## src/rtl/f8_reset_pkg.sv

```systemverilog
// Shared types and constants for the reset/supervision stage in front of `system`.
package f8_reset_pkg;

  // Why the most recent reset happened; encoding is visible on reset_cause.
  typedef enum logic [1:0] {
    CAUSE_POR  = 2'd0,
    CAUSE_TRAP = 2'd1,
    CAUSE_WDT  = 2'd2
  } cause_e;

  // HOLD keeps system_reset asserted; RUN lets `system` execute.
  typedef enum logic {
    HOLD = 1'b0,
    RUN  = 1'b1
  } state_e;

  localparam int STRETCH_W = 8;
  localparam int COUNT_W   = 8;

  // Saturating increment used for the trap counter.
  function automatic logic [COUNT_W-1:0] sat_inc(input logic [COUNT_W-1:0] v);
    return (v == '1) ? v : v + 1'b1;
  endfunction

endpackage

```

## src/rtl/wdt_counter.sv

```systemverilog
// Down-counting watchdog: reloads on load or kick, flags expiry when it is
// enabled, already at zero and not being kicked.
module wdt_counter #(
  parameter int                 WIDTH  = 16,
  parameter logic [WIDTH-1:0]   RELOAD = '1
) (
  input  logic clk,
  input  logic load,
  input  logic enable,
  input  logic kick,
  output logic expire
);

  logic [WIDTH-1:0] cnt;

  // A kick in the zero cycle wins over expiry.
  assign expire = enable && !kick && (cnt == '0);

  // Counter: load has priority, then kick reload, then decrement; holds when disabled.
  always_ff @(posedge clk) begin
    if (load) begin
      cnt <= RELOAD;
    end else if (enable) begin
      if (kick || cnt == '0) cnt <= RELOAD;
      else                   cnt <= cnt - 1'b1;
    end
  end

endmodule

```

## src/rtl/reset_controller.sv

```systemverilog
// Stretches power-on reset into system_reset, and turns trap edges and
// watchdog expiry into controlled re-resets while recording the cause.
module reset_controller
  import f8_reset_pkg::*;
#(
  parameter int                     STRETCH_CYCLES = 16,
  parameter int                     WDT_WIDTH      = 16,
  parameter logic [WDT_WIDTH-1:0]   WDT_RELOAD     = 16'hFFFF,
  parameter int                     TRAP_RESET     = 1
) (
  input  logic                clk,
  input  logic                power_on_reset,
  input  logic                trap,
  input  logic                wdt_enable,
  input  logic                wdt_kick,
  output logic                system_reset,
  output logic [1:0]          reset_cause,
  output logic [COUNT_W-1:0]  trap_count,
  output logic                wdt_expired
);

  localparam logic [STRETCH_W-1:0] STRETCH_LOAD = STRETCH_W'(STRETCH_CYCLES);

  state_e               state, state_n;
  cause_e               cause, cause_n;
  logic [STRETCH_W-1:0] stretch, stretch_n;
  logic [COUNT_W-1:0]   count, count_n;
  logic                 expired_n;
  logic                 trap_q;
  logic                 sys_rst;
  logic                 trap_edge;
  logic                 hold_done;
  logic                 wdt_load;
  logic                 wdt_run;
  logic                 wdt_expire;

  // Last stretch cycle: the next edge enters RUN.
  assign hold_done = (state == HOLD) && (stretch <= 8'd1);
  assign trap_edge = (state == RUN) && trap && !trap_q;
  assign wdt_load  = power_on_reset || hold_done;
  assign wdt_run   = wdt_enable && (state == RUN);

  wdt_counter #(
    .WIDTH  (WDT_WIDTH),
    .RELOAD (WDT_RELOAD)
  ) u_wdt (
    .clk    (clk),
    .load   (wdt_load),
    .enable (wdt_run),
    .kick   (wdt_kick),
    .expire (wdt_expire)
  );

  // Next-state logic: stretch countdown in HOLD, trap/watchdog supervision in RUN.
  always_comb begin
    state_n   = state;
    cause_n   = cause;
    stretch_n = stretch;
    count_n   = count;
    expired_n = 1'b0;
    case (state)
      HOLD: begin
        if (hold_done) begin
          state_n   = RUN;
          stretch_n = '0;
        end else begin
          stretch_n = stretch - 1'b1;
        end
      end
      RUN: begin
        if (trap_edge) count_n = sat_inc(count);
        // A trap re-reset outranks a same-cycle expiry, which is then not reported.
        if (trap_edge && TRAP_RESET != 0) begin
          state_n   = HOLD;
          stretch_n = STRETCH_LOAD;
          cause_n   = CAUSE_TRAP;
        end else if (wdt_expire) begin
          state_n   = HOLD;
          stretch_n = STRETCH_LOAD;
          cause_n   = CAUSE_WDT;
          expired_n = 1'b1;
        end
      end
      default: state_n = HOLD;
    endcase
  end

  // State and output registers; power_on_reset overrides everything synchronously.
  always_ff @(posedge clk) begin
    if (power_on_reset) begin
      state   <= HOLD;
      stretch <= STRETCH_LOAD;
      cause   <= CAUSE_POR;
      count   <= '0;
      wdt_expired <= 1'b0;
      trap_q  <= 1'b0;
      sys_rst <= 1'b1;
    end else begin
      state   <= state_n;
      stretch <= stretch_n;
      cause   <= cause_n;
      count   <= count_n;
      wdt_expired <= expired_n;
      trap_q  <= trap;
      sys_rst <= (state_n == HOLD);
    end
  end

  assign system_reset = sys_rst;
  assign reset_cause  = cause;
  assign trap_count   = count;

endmodule
```

## config.mk

```make
export PLATFORM = sky130hd
export DESIGN_NAME = reset_controller
export DESIGN_NICKNAME = d
export VERILOG_FILES = /design/src/rtl/f8_reset_pkg.sv /design/src/rtl/wdt_counter.sv /design/src/rtl/reset_controller.sv
export SDC_FILE = /design/constraint.sdc
export NUM_CORES = 1
export LEC_CHECK = 0
export ABC_AREA = 1
export ABC_CLOCK_PERIOD_IN_PS = 4100
export CORE_UTILIZATION = 64
export CTS_BUF_LIST = sky130_fd_sc_hd__clkbuf_2 sky130_fd_sc_hd__clkbuf_4 sky130_fd_sc_hd__clkbuf_8
export DETAILED_ROUTE_END_ITERATION = 12
export GPL_ROUTABILITY_DRIVEN = 1
export PLACE_DENSITY_LB_ADDON = 0.12
export SLEW_MARGIN = 20
export SYNTH_ARGS = -nofsm -noshare
export SYNTH_HDL_FRONTEND = slang
export SYNTH_SLANG_ARGS = --single-unit
export TNS_END_PERCENT = 50
```

## constraint.sdc

```tcl
create_clock -name clk -period 4.1 [get_ports clk]
set_input_delay 0.82 -clock clk [delete_from_list [all_inputs] [get_ports clk]]
set_output_delay 0.82 -clock clk [all_outputs]
set_load 0.05 [all_outputs]
```

[After elaboration in Yosys (flattened, before gate mapping)]
Cells that the tools add are included.
Storage, ports and cells
  bits in registers: 38
  bits in latches: 0
  RAM bits: 0
  bits in read-only memories: 0
  bits of input ports: 5
  output and inout port bits: 12
  logic and storage cells: 44
  memories: 0
Operators by class
  $add $sub $neg: 3
  multipliers: 0
  div/mod/pow operators: 0
  $lt $le $gt $ge: 1
  equal/unequal tests: 2
  shift operators: 0
  muxes and demuxes: 12
  bitwise logic cells: 3
  reductions and logical operators: 15
Operator list (number)
  $mux W8: 3
  $logic_not A16 Y1: 1
  $mux W16: 1
  $pmux W8 S2: 1
  $sub A16 B1 Y16 const B: 1
  $add A8 B1 Y8 const B: 1
  $eq A8 B8 Y1 const B: 1
  $le A8 B1 Y1 const B: 1
  $sub A8 B1 Y8 const B: 1
  $logic_and A1 B1 Y1: 6
  $mux W1: 4
  $mux W2: 2
  $ne A3 B1 Y1 const B: 1
  $not A1 Y1: 3
  $reduce_and A3 Y1: 1
  $reduce_or A3 Y1: 1
  $logic_not A1 Y1: 2
  $logic_or A1 B1 Y1: 2
  $pmux W1 S2: 1
  $reduce_and A2 Y1: 1
  $reduce_bool A2 Y1: 1

[Longest topological paths before layout]
Gate-level depths: netlist of run 1.
  word-level depth: 7
  depth in mapped cells: 10
  gate-level depth less buffers: 10

[Hierarchy]
From an unflattened synthesis of run 1, not the netlist that was laid out.
Unflattened totals
  cell total of the unflattened synthesis: 294
  area total of the unflattened synthesis: 2030.7 sq um
Modules (own cells, without submodules)
  reset_controller: times used 1, cells each 169, area each 1133.6 sq um, sequential area each 440.4 sq um
  wdt_counter: times used 1, cells each 125, area each 897.1 sq um, sequential area each 320.3 sq um

[Worst setup path before layout of run 1]
No wires, ideal clock.
  kind: reg2reg
  start point: register count[0] (netlist: trap_count[0])
  end point: register count[1] (netlist: trap_count[1])
  library setup time: 116 ps
  data arrival time: 1533 ps
  data required time: 3984 ps
  setup slack: 2451 ps
  cell stages (with the launch flop): 9
  buffers on the path: 0
  period minus slack after synthesis: 1649 ps
  cells stage by stage: dfxtp_1 ha_1 nand2_1 nor2_1 nand2_1 nand2_4 inv_2 nor2_1 nor2_1
On the way
  cells in the longest elaborated chain, start to end: 3
  elaborated cells on any way between the ends: 4
  those cells by class: add/sub: 1; eq/ne: 1; bitwise: 1; reduce/logical: 1
Ends and longest elaborated chain
  from (decl): RTL line reset_controller.sv:27  | logic [COUNT_W-1:0] count, count_n;
  from (signal assigned): RTL line reset_controller.sv:102  | count <= count_n;
  parallel branches: the longest is 3 deep, another holds $add A8 B1 Y8
Parallel ways; which one is timed is not known.
A chain may end at the register's enable or synchronous reset.

[Final worst setup path of run 1]
  start point: register count[0] (netlist: trap_count[0])
  end point: output port trap_count[0]
RTL lines
  to (decl): RTL line reset_controller.sv:18  | output logic [COUNT_W-1:0] trap_count,
No word-level cell between the ends.

==> run metrics, run 1 <==
most frequent cells after synthesis=nand2_1, nand3_1, dfxtp_1; crit-path max cell delay=830 ps; top-count cell post-synth=nand2_1; crit start category=flop; Crit Path Class=reg2out; # resized after CTS=0; Clock Skew=5.13 ps; core area=0.00303 mm2; Netlist Area Pre-Place=0.00203 mm2; dpl hpwl=2990 um; slowest CP cell=clkdlybuf4s50_1; Critical Path RT=3280 ps; Area Growth Syn to Fin=13.7%; fmax=0.411 GHz; Net Count, Synth=299; Longest Clk Path Bufs=2; RSZ-0062 raised after global routing=no; simple-gate share of the synthesized area=40.2%; fin crit share=59.3%; DIE HEIGHT=58.3 um; Primary FF master, synth=dfxtp_1; Crit path max-delay family=buffers and inverters; Pwr Density=434 mW/mm2; critical-path maximum fanout=5; ys async rst share=0%; Vias/cell=5.10; sequential share of the synthesized area=37.5%; CTS Root Cell=clkbuf_4; first-pass GRT wire length=6980 um; maxcap violations=0; warnings from Yosys=0; Synth Register Bits=38; mux cell area share after synthesis=0%; CTS tree=yes; DR DRC count=1; TritonCTS sink count=38; Initial Util=67.1%; post-CTS setup repair buffer count=0; # hold bufs at CTS=0; Cells after Synth=289; P_leak=0.000980 uW; # IOs=17; Routed wire per std cell=11.4 um; vias in the first global route=1,711; Die X=58.3 um; number of synthesized flops with an enable pin=0; CP endpoint kind=primary output; Clock Latency Late Sink=350 ps; total gr overflow=0; largest net degree at the start of global routing=17; Hold Fails Final Rpt=0; Total Wirelength=4050 um; ANT cells=0; CTS HTree Levels=2; XOR/XNOR Fraction of Synth Area=3.88%; top cell type's share of synthesized area=37.5%; status=finished, violations left; routability congestion estimate from global placement=0.844; Avg Cell Area, Syn=7.03 um2; most area-hungry cell type in the Yosys netlist=dfxtp_1; overall power=1000 uW; CP Cell Sequence=clkdlybuf4s50_1; Die Area=0.00340 mm2; Tot GR Track Use=26.8%; Fin Setup TNS=0 ps; setup violators final=0; row count=20; failing checks=DRC; share of cells above drive strength 1=12.2%; Rel. slew slack=62.6%; CTS Buf Count=5; multi-input logic area=0.00112 mm2; Final #Nets=320; min Tclk post-route=2430 ps; area fraction in compound gates after synthesis=7.83%; via count=1,809; Routed Antenna Nets=0; Bufs and invs on worst path=1; main combinational cell family by area after synthesis=simple AND/OR/NAND/NOR gates; port buffer count=16; placed cells=347; Netlist cell types=27; Synth Area in Adders=3.08%; non-filler cells, final=355; DR pass1 iterations=8; Register Area=761 um2; Slew Viols, Final=0; initial DRC count=91; Peak VDD IR=0.000370 V; fill count=245; antenna violations before repair=0; HP Class=reg2reg; pin slew with the least headroom to its limit=559 ps; clock-pin slew on the worst setup and hold paths=110 ps; critical path arrival=1610 ps; Synth area leaders=dfxtp_1, nand2_1, nand3_1, nor2_1, inv_1
## per-stage QoR
step	setup slack, ps	hold WS (ps)	area, um2	util (%)
after detailed placement	1440	451	2230	73.7
after global placement	1520	443	2230	73.7
after CTS	1650	470	2310	76.3
final	1670	468	2310	76.3
after floorplan	2450	456	2030	-
after global routing	1600	481	2310	76.3
## cell families after synthesis
kind of cell	after synthesis
AO/OA/AOI/OAI	27
XOR/XNOR	9
adder cells (fa/ha/maj)	5
flip-flops	38
AND/OR/NAND/NOR	171
buffers and inverters	39
## where the power goes
group | total [uW] | leakage, uW | internal (uW) | switching, uW
combinational | 309 | 0.000626 | 114 | 195
clock | 242 | 0.0000446 | 117 | 124
sequential | 452 | 0.000309 | 410 | 41.8
## sequential cells by signal, indices dropped and copies added, names as in the netlist
register and flops:
trap_count 8, system_reset 1, reset_cause 2, stretch 8, trap_q 1, wdt_expired 1
u_wdt.cnt 16, state 1
## final timing paths
path                                  endpoint  depth (start not counted)  slack, ps           start
worst max-delay path             trap_count[0]                          1       1670   trap_count[0]
worst min-delay path            reset_cause[1]                          2        470  reset_cause[1]
worst min register to register  reset_cause[1]                          2        470  reset_cause[1]
worst max register to register    u_wdt.cnt[5]                          8       2250      stretch[0]
## layout make-up
cell class,instances,share of cell area [%]
Clock buffer,8,3.41
Sequential cell,38,32.9
Timing Repair Buffer,16,6.93
Multi-Input combinational cell,212,48.3
Inverter,37,6.01
Tap cell,44,2.38
## routing by layer
metal  wire [um]  global-route usage, %
met1        1820                   30.6
met2        1990                   47.8
met3         165                   7.25
met4          75                   10.2
met5           0                      0
## cell usage in the layout (no fill, tap or decap)
cell,instances
nand2_1,65
nand3_1,39
dfxtp_1,38
nor2_1,35
inv_1,34
clkdlybuf4s50_1,16
a21oi_1,15
nor2_2,7
xor2_1,7
o21ai_0,7
nand3_2,6
nand2_2,5
nand4_1,5
ha_1,5
clkbuf_4,5
nor2_4,3
inv_2,3
clkbuf_8,3
or2_2,2
o21bai_1,2
xnor2_1,2
o21ai_2,1
a21oi_4,1
nor3_1,1
nor4b_1,1
a21oi_2,1
nand2_4,1
nor3b_1,1
Power figures use the tool's default switching activity.
==> run 2, diff against run 1 <==
ABC_CLOCK_PERIOD_IN_PS = 2000   (was 4100)
CORE_UTILIZATION = 54   (was 64)
clock period = 2 ns   (was 4.1 ns; I/O delays follow)
==> run metrics, run 2 (synthesis gave the netlist of run 1 again) <==
Internal=1480 uW (+130%); commonest non-fill, non-tap cell in the layout=nand2_1; Slew Viols, Final=0 (unchanged); maxcap violations=0 (unchanged); CTS Buf Count=5 (unchanged); Final #Nets=322 (+0.63%); post-CTS setup repair buffer count=0 (unchanged); Total Wirelength=4160 um (+2.8%); fin crit share=96.9%; Initial Util=58.5% (-8.5 points); dpl cell area=0.00225 mm2 (+0.79%); vias in the first global route=1,828 (+6.8%); fmax=0.516 GHz; critical-path maximum fanout=5 (unchanged); Area Growth Syn to Fin=16.3%; first-pass GRT wire length=7380 um (+5.6%); Crit Path Class=reg2out; crit-path max cell delay=840 ps (about the same); Routed Antenna Nets=0 (unchanged); CTS Root Cell=clkbuf_8; Final Cell Area=0.00236 mm2 (+2.2%); fill count=325 (+33%); DIE HEIGHT=63.3 um (+8.6%); core area=0.00347 mm2 (+15%); Rel. slew slack=66.7% (+4.1 points); clock group share of total power=29.7% (+5.6 points); Combinational Power Share=28.9% (-1.9 points); max reg flops=16 (unchanged); Seq pwr share=41.4% (-3.7 points); via count=1,845 (+2.0%); largest net degree at the start of global routing=17 (unchanged); ANT cells=0 (unchanged); Clock Skew=5.21 ps (+0.0754 ps); slowest CP cell=clkdlybuf4s50_1; share of cells above drive strength 1=12.5% (+0.28 points); Reg-to-Reg End=u_wdt.cnt[9]; Critical R2R Launch=stretch[0]; worst hold path depth=2 (unchanged); Reg with most FFs=u_wdt.cnt; Fin Setup TNS=0 ps (unchanged); Switching Fraction=33.7% (-2.4 points); P_leak=0.00100 uW (+2.3%); FF-to-FF setup slack=230 ps (-2020 ps); pin slew with the least headroom to its limit=498 ps (-60.9 ps); HP Class=reg2reg; critical hold path startpoint=reset_cause[1]; CTS tree=yes; RSZ-0062 raised after global routing=no; critical path arrival=1540 ps (-70 ps); r2r worst-path depth=9 (+1); min Tclk post-route=1940 ps; Crit path max-delay family=buffers and inverters; most frequent cells in the layout=nand2_1, nand3_1, dfxtp_1, nor2_1, inv_1; worst hold margin=469 ps (+1.23 ps); Bufs and invs on worst path=1 (unchanged); DR pass1 iterations=4 (-4); # resized after CTS=0 (unchanged); Hold EP=reset_cause[1]; row count=21 (+5.0%); CP endpoint kind=primary output; total gr overflow=0 (unchanged); TritonCTS sink count=38 (unchanged); Clock Latency Late Sink=290 ps (-60 ps); Routed wire per std cell=11.6 um (+2.0%); clock-pin slew on the worst setup and hold paths=70 ps (-40 ps); Die X=63.3 um (+8.6%); # hold bufs at CTS=0 (unchanged); initial DRC count=126 (+38%); Pwr Density=945 mW/mm2 (+120%); # IOs=17 (unchanged); Peak VDD IR=0.000728 V (+97%); setup violators final=0 (unchanged); crit start category=flop; Critical Path RT=1600 ps (-1680 ps); Die Area=0.00401 mm2 (+18%); status=completed; routability congestion estimate from global placement=0.845 (+0.19%); Tot GR Track Use=23.3% (-3.5 points); Final Util=68.1% (-8.2 points); dpl hpwl=3170 um (+6.0%); Vias/cell=5.15 (+1.1%); antenna violations before repair=0 (unchanged); Longest Clk Path Bufs=2 (unchanged); port buffer count=16 (unchanged); Hold Fails Final Rpt=0 (unchanged); DR DRC count=0 (-1); CTS HTree Levels=2 (unchanged); switching pwr=751 uW (+110%); CP Cell Sequence=clkdlybuf4s50_1
-- run 2: cell count changes in the layout (fill, tap and decap cells not counted), sizes merged --
| cell | change |
|---|---|
| bufinv | +1 |
| buf | +2 |
| clkbuf | -2 |
-- run 2: per-layer routing --
| metal | global-route usage [%] | wire, um | part of all wire, % |
|---|---|---|---|
| met1 | 25.3 | 1810 | 43 |
| met5 | 0 | 0 | 0 |
| met4 | 12.5 | 81 | 1.9 |
| met2 | 41.8 | 2150 | 52 |
| met3 | 4.89 | 119 | 2.9 |
-- run 2: per-stage QoR --
stage / std cells / total power [uW] / setup WS (ps)
floorplan: 289 / 1440 / 351
global placement: 351 / 1560 / 191
detailed placement: 351 / 1580 / 158
CTS: 358 / 2250 / 46.9
global route: 358 / 2380 / 1.31
finish: 358 / 2230 / 61.7
-- run 2: final cells by class --
type / instances / area [um2] / share of cell area [%]
clock buffers: 6 / 82.6 / 3.50
clock inverters: 1 / 30.0 / 1.27
inverters: 37 / 139 / 5.88
multi-input cells: 212 / 1120 / 47.3
flip-flops and latches: 38 / 761 / 32.2
well taps: 46 / 57.6 / 2.44
repair buffers: 18 / 175 / 7.42
-- run 2: worst max path at each step --
stage	start	endpoint	slack [ps]	depth (start not counted)
after global routing	trap_count[2]	trap_count[2]	1	1
after global placement	wdt_enable	u_wdt.cnt[11]	190	6
after CTS	trap_count[2]	trap_count[2]	50	1
after floorplan	trap_count[0]	trap_count[1]	350	8
final	trap_count[2]	trap_count[2]	60	1
after detailed placement	wdt_enable	u_wdt.cnt[14]	160	8
-- run 2: power groups by stage --
stage                     combinational [uW]  clock, uW  sequential (uW)
after floorplan                          477          0              963
after global placement                   627          0              937
after detailed placement                 647          0              938
after CTS                                650        683              922
after global routing                     735        712              937
final                                    644        663              923
